## config.mk

```make
export PLATFORM = sky130hd
export DESIGN_NAME = pulse_train_ctrl
export DESIGN_NICKNAME = d
export VERILOG_FILES = /design/src/rtl/pulse_train_ctrl.sv
export SDC_FILE = /design/constraint.sdc
export NUM_CORES = 1
export LEC_CHECK = 0
export BUFFER_PORTS_ARGS = -buffer_cell sky130_fd_sc_hd__buf_2
export CAP_MARGIN = 20
export CORE_ASPECT_RATIO = 1.2
export CORE_MARGIN = 1.5
export CORE_UTILIZATION = 60
export DETAILED_ROUTE_END_ITERATION = 8
export MAX_ROUTING_LAYER = met4
export PLACE_DENSITY = 0.82
export SYNTH_ARGS = -nofsm -noshare
export SYNTH_HDL_FRONTEND = slang
export SYNTH_SLANG_ARGS = --single-unit
```

## constraint.sdc

```tcl
create_clock -name clk -period 11.6 [get_ports clk]
set_clock_uncertainty 0.2 [all_clocks]
set_input_delay 1.74 -clock clk [delete_from_list [all_inputs] [get_ports clk]]
set_output_delay 1.74 -clock clk [all_outputs]
set_load 0.03 [all_outputs]
```

## src/rtl/pulse_train_ctrl.sv

```systemverilog
// Pulse train generator: programmable on/off times and pulse count,
// with graceful stop, immediate abort and per-pulse/per-train strobes.
module pulse_train_ctrl #(
    parameter int TIME_W = 16,
    parameter int CNT_W  = 16
) (
    input  logic              clk,
    input  logic              rst_n,
    input  logic [TIME_W-1:0] cfg_ton,
    input  logic [TIME_W-1:0] cfg_toff,
    input  logic [CNT_W-1:0]  cfg_num,
    input  logic              start,
    input  logic              stop,
    input  logic              abort,
    output logic              pulse_out,
    output logic              busy,
    output logic              pulse_done,
    output logic              train_done,
    output logic              aborted,
    output logic [CNT_W-1:0]  pulse_cnt
);

    typedef enum logic [1:0] {
        IDLE = 2'd0,
        ON   = 2'd1,
        OFF  = 2'd2
    } state_t;

    state_t            state;
    logic [TIME_W-1:0] ton_s;
    logic [TIME_W-1:0] toff_s;
    logic [CNT_W-1:0]  num_s;
    logic [TIME_W-1:0] timer;
    logic              stop_pend;

    logic [TIME_W-1:0] off_len;
    logic              on_last;
    logic              off_last;
    logic [CNT_W-1:0]  cnt_inc;
    logic              train_full;
    logic              stop_now;

    // Phase-end and completion decodes from shadow config and timer
    always_comb begin
        off_len    = (toff_s == '0) ? TIME_W'(1) : toff_s;
        on_last    = (timer == (ton_s - TIME_W'(1)));
        off_last   = (timer == (off_len - TIME_W'(1)));
        cnt_inc    = pulse_cnt + CNT_W'(1);
        train_full = (num_s != '0) && (cnt_inc == num_s);
        stop_now   = stop | stop_pend;
    end

    // Main FSM with registered outputs
    always_ff @(posedge clk or negedge rst_n) begin
        if (!rst_n) begin
            state      <= IDLE;
            ton_s      <= '0;
            toff_s     <= '0;
            num_s      <= '0;
            timer      <= '0;
            stop_pend  <= 1'b0;
            pulse_out  <= 1'b0;
            busy       <= 1'b0;
            pulse_done <= 1'b0;
            train_done <= 1'b0;
            aborted    <= 1'b0;
            pulse_cnt  <= '0;
        end else begin
            pulse_done <= 1'b0;
            train_done <= 1'b0;
            aborted    <= 1'b0;
            case (state)
                IDLE: begin
                    if (start) begin
                        ton_s     <= cfg_ton;
                        toff_s    <= cfg_toff;
                        num_s     <= cfg_num;
                        pulse_cnt <= '0;
                        timer     <= '0;
                        stop_pend <= 1'b0;
                        if (cfg_ton != '0) begin
                            state     <= ON;
                            pulse_out <= 1'b1;
                            busy      <= 1'b1;
                        end else begin
                            train_done <= 1'b1;
                        end
                    end
                end
                ON: begin
                    if (abort) begin
                        state     <= IDLE;
                        pulse_out <= 1'b0;
                        busy      <= 1'b0;
                        aborted   <= 1'b1;
                        timer     <= '0;
                        stop_pend <= 1'b0;
                    end else if (on_last) begin
                        pulse_cnt  <= cnt_inc;
                        pulse_done <= 1'b1;
                        pulse_out  <= 1'b0;
                        timer      <= '0;
                        if (stop_now || train_full) begin
                            state      <= IDLE;
                            busy       <= 1'b0;
                            train_done <= 1'b1;
                            stop_pend  <= 1'b0;
                        end else begin
                            state <= OFF;
                        end
                    end else begin
                        timer <= timer + TIME_W'(1);
                        if (stop) begin
                            stop_pend <= 1'b1;
                        end
                    end
                end
                OFF: begin
                    if (abort) begin
                        state   <= IDLE;
                        busy    <= 1'b0;
                        aborted <= 1'b1;
                        timer   <= '0;
                    end else if (stop) begin
                        state      <= IDLE;
                        busy       <= 1'b0;
                        train_done <= 1'b1;
                        timer      <= '0;
                    end else if (off_last) begin
                        state     <= ON;
                        pulse_out <= 1'b1;
                        timer     <= '0;
                    end else begin
                        timer <= timer + TIME_W'(1);
                    end
                end
                default: begin
                    state     <= IDLE;
                    pulse_out <= 1'b0;
                    busy      <= 1'b0;
                    timer     <= '0;
                    stop_pend <= 1'b0;
                end
            endcase
        end
    end

endmodule
```

==> impl_metrics.tcl <==
set metrics [dict create \
    outcome "complete, no violations" \
    first_pass_iters 5 \
    critPathKind "register to register" \
    power.density_mw_per_mm2 231 \
    place_congestion 0.898 \
    max_clock_freq_mhz 222 \
    drt-vias-per-instance 6.47 \
    rsz0062_at_grt "no" \
    drc_errors 0 \
    area_delta_synth_final_pct 11.2 \
    start_util 0.622 \
    fin_setup_tns_ns 0 \
    required_ns 11.63 \
    path_clk_slew_ns 0.06 \
    ys.flop_type "dfrtp_1" \
    netlist_area_sq_mm 0.00595 \
    fill_cells 767 \
    antenna_found_initial 0 \
    post-route-period-util 0.388 \
    yosys.cell_types.count 79 \
    clkSinkCount 88 \
    gr-usage-all-layers 0.315 \
    cts_tree "built" \
    final_area_sq_mm 0.00662 \
    htree_levels 3 \
    synth_edf_count 0 \
    startpoint_type "register" \
    placed_cells 788 \
    grt_first_pass_wirelength_um 25100 \
    num_vias 5210 \
    cts_buffers 9 \
    die_area_sq_mm 0.0105 \
    path_cells "or4_4 -> nor4b_2 -> a31oi_1 -> ha_1 -> nor4b_1 -> and4bb_2 -> xnor2_1 -> or4_4 -> a2111oi_4 -> a21boi_2 -> a211oi_4 -> mux2_1" \
    vdd.ir_drop.worst_v 0.000134 \
    cts_setup_buffers 0 \
    syn_area_per_cell_sq_um 9.42 \
    arrival_ns 4.53 \
    fin_cells 805 \
    whs_ns 0.307 \
    max_stage_delay_ns 0.61 \
    die_w_um 93.9 \
    slew_violations 0 \
    period_minus_slack_ns 4.50 \
    synth_seq_cells 88 \
    postRouteAntennaNets 0 \
    pin_count 74 \
    synth_fp_nets 693 \
    root_buffer "clkbuf_16" \
    layout.nets 738 \
    drt_iter0_markers 354 \
    coreArea_sq_mm 0.00956 \
    maxSlewHeadroom 0.361 \
    routedWlPerCell_um 18.8 \
    syn_inst 632 \
    grt_pass1_vias 5098 \
    place_area_sq_mm 0.00632 \
    holdBufCountCts 0 \
    max_cap_violations 0 \
    ys_seq_area_frac 0.370 \
    yosysWarnings 0 \
    netlist.area_leader.share 0.370 \
    grt_overflow 0 \
    port-buffer-count 73 \
    clock_latency_ns 0.35 \
    final-setup-viol-count 0 \
    crit_slowest_cell "or4_4" \
    clock_path_buffers 2 \
    synth_area_leader_cell "dfrtp_1" \
    die_y_um 112 \
    path_common_cell "or4_4" \
    critPathCaptureType "register" \
    finalHoldViolCount 0 \
    rows 39 \
    total_power_w 0.00153 \
    synthArstFlopShare 1.00 \
    wl_um 15100 \
    path_buf_inv 0 \
    path_delay_family "simple AND/OR/NAND/NOR gates" \
    synthTopCellsByArea "dfrtp_1, mux2_2, xnor2_1" \
    crit_fanout 14 \
    p_leak_nw 2.62 \
    grt_max_degree 67 \
    antenna_cells 0 \
    layout-drive-gt1-share 0.248 \
    cts_resized 0 \
    dp_hpwl_um 11100 \
    worst_slew_pin_slew_ns 0.950 \
    hold_path_class "register to register" \
]
-- per-layer routing --
layer,wire length (um),share of wire,vias to the layer above,global-route usage
li1,-,-,2448,-
met1,6010,0.40,2521,0.366
met2,7720,0.51,198,0.524
met3,852,0.056,43,0.0562
met4,528,0.035,0,0.147
met5,0,0,-,-
-- worst register-to-register path, cell delays in order (launching register included) --
cell and delay (ns):
dfrtp_1 0.43, or4_4 0.61, nor4b_2 0.40, a31oi_1 0.18, ha_1 0.27, nor4b_1 0.16
and4bb_2 0.25, xnor2_1 0.12, or4_4 0.50, a2111oi_4 0.39, a21boi_2 0.28, a211oi_4 0.26
mux2_1 0.34
-- path summary, 6_finish.rpt --
kind	startpoint	to	slack (ns)	depth (start not counted)
setup / recovery	toff_s[4]	state[1]	7.10	12
hold / removal	pulse_out	pulse_out	0.31	1
setup reg to reg	toff_s[4]	state[1]	7.10	12
hold reg to reg	pulse_out	pulse_out	0.31	1
max in group asynchronous	rst_n	toff_s[9]	9.00	2
min in group asynchronous	rst_n	busy	1.08	1
-- cell usage after synthesis (all sizes together) (11+ instances only) --
master	count
clkbuf	36
nand2	58
a21oi	11
xnor2	35
mux2	49
nor3	23
dfrtp	88
nand4	13
o21ai	24
nand3	29
nor4	22
nand2b	12
nor2	32
xor2	20
inv	17
-- area by class of cell --
type	instances	area, sq um	share of cell area
clock buffers	10	239	0.0361
inverters	18	67.6	0.0102
multi-input cells	484	3510	0.530
repair buffers	76	403	0.0608
clock inverters	6	45.0	0.00680
well taps	123	154	0.0232
flip-flops and latches	88	2200	0.333
-- state kept, by name (all words and copies together), names as in the netlist --
signal / count
aborted: 1
toff_s: 16
train_done: 1
num_s: 16
ton_s: 16
pulse_done: 1
timer: 16
state: 2
stop_pend: 1
pulse_cnt: 16
busy: 1
pulse_out: 1
-- report_power, final --
group          leakage, nW  switching, W  internal [W]  total [W]
clock network        0.131      0.000127      0.000151   0.000279
logic                 1.39      0.000370      0.000305   0.000675
registers             1.10      0.000164      0.000414   0.000578
total                 2.62      0.000661      0.000871    0.00153
-- per-stage QoR --
stage          utilization  setup slack, ns
3_5_place_dp         0.661             7.13
6_report             0.692             7.10
2_1_floorplan            -             7.51
4_1_cts              0.690             7.10
5_1_grt              0.692             6.90
3_3_place_gp         0.661             7.22
-- logic make-up (layout without fill, tap and decap cells) --
logic type,Yosys count,count (layout),synth area share
flip-flops,88,88,0.370
XOR/XNOR,55,55,0.0809
AO/OA/AOI/OAI,119,119,0.157
multiplexers,54,54,0.101
AND/OR/NAND/NOR,247,247,0.231
adder cells (fa/ha/maj),9,9,0.0185
buffers and inverters,60,110,0.0408
-- cells in the final DEF, fill, tap and decap left out, types with 7 or more instances in the layout --
cell type,Yosys,final
or3_1,8,8
nor3_1,23,23
o22a_1,8,8
inv_1,17,17
xor2_1,20,20
o211ai_1,9,9
nand2b_1,12,12
nor4_1,20,20
nor2_1,31,31
nand4_1,13,13
xnor2_1,35,35
ha_1,8,8
clkbuf_16,0,9
o21ai_0,20,20
buf_2,2,72
mux2_2,48,48
dfrtp_1,88,88
nand3_1,29,29
a21oi_1,11,11
nand2_1,57,56
or2_2,7,7
Power figures use the tool's default switching activity.
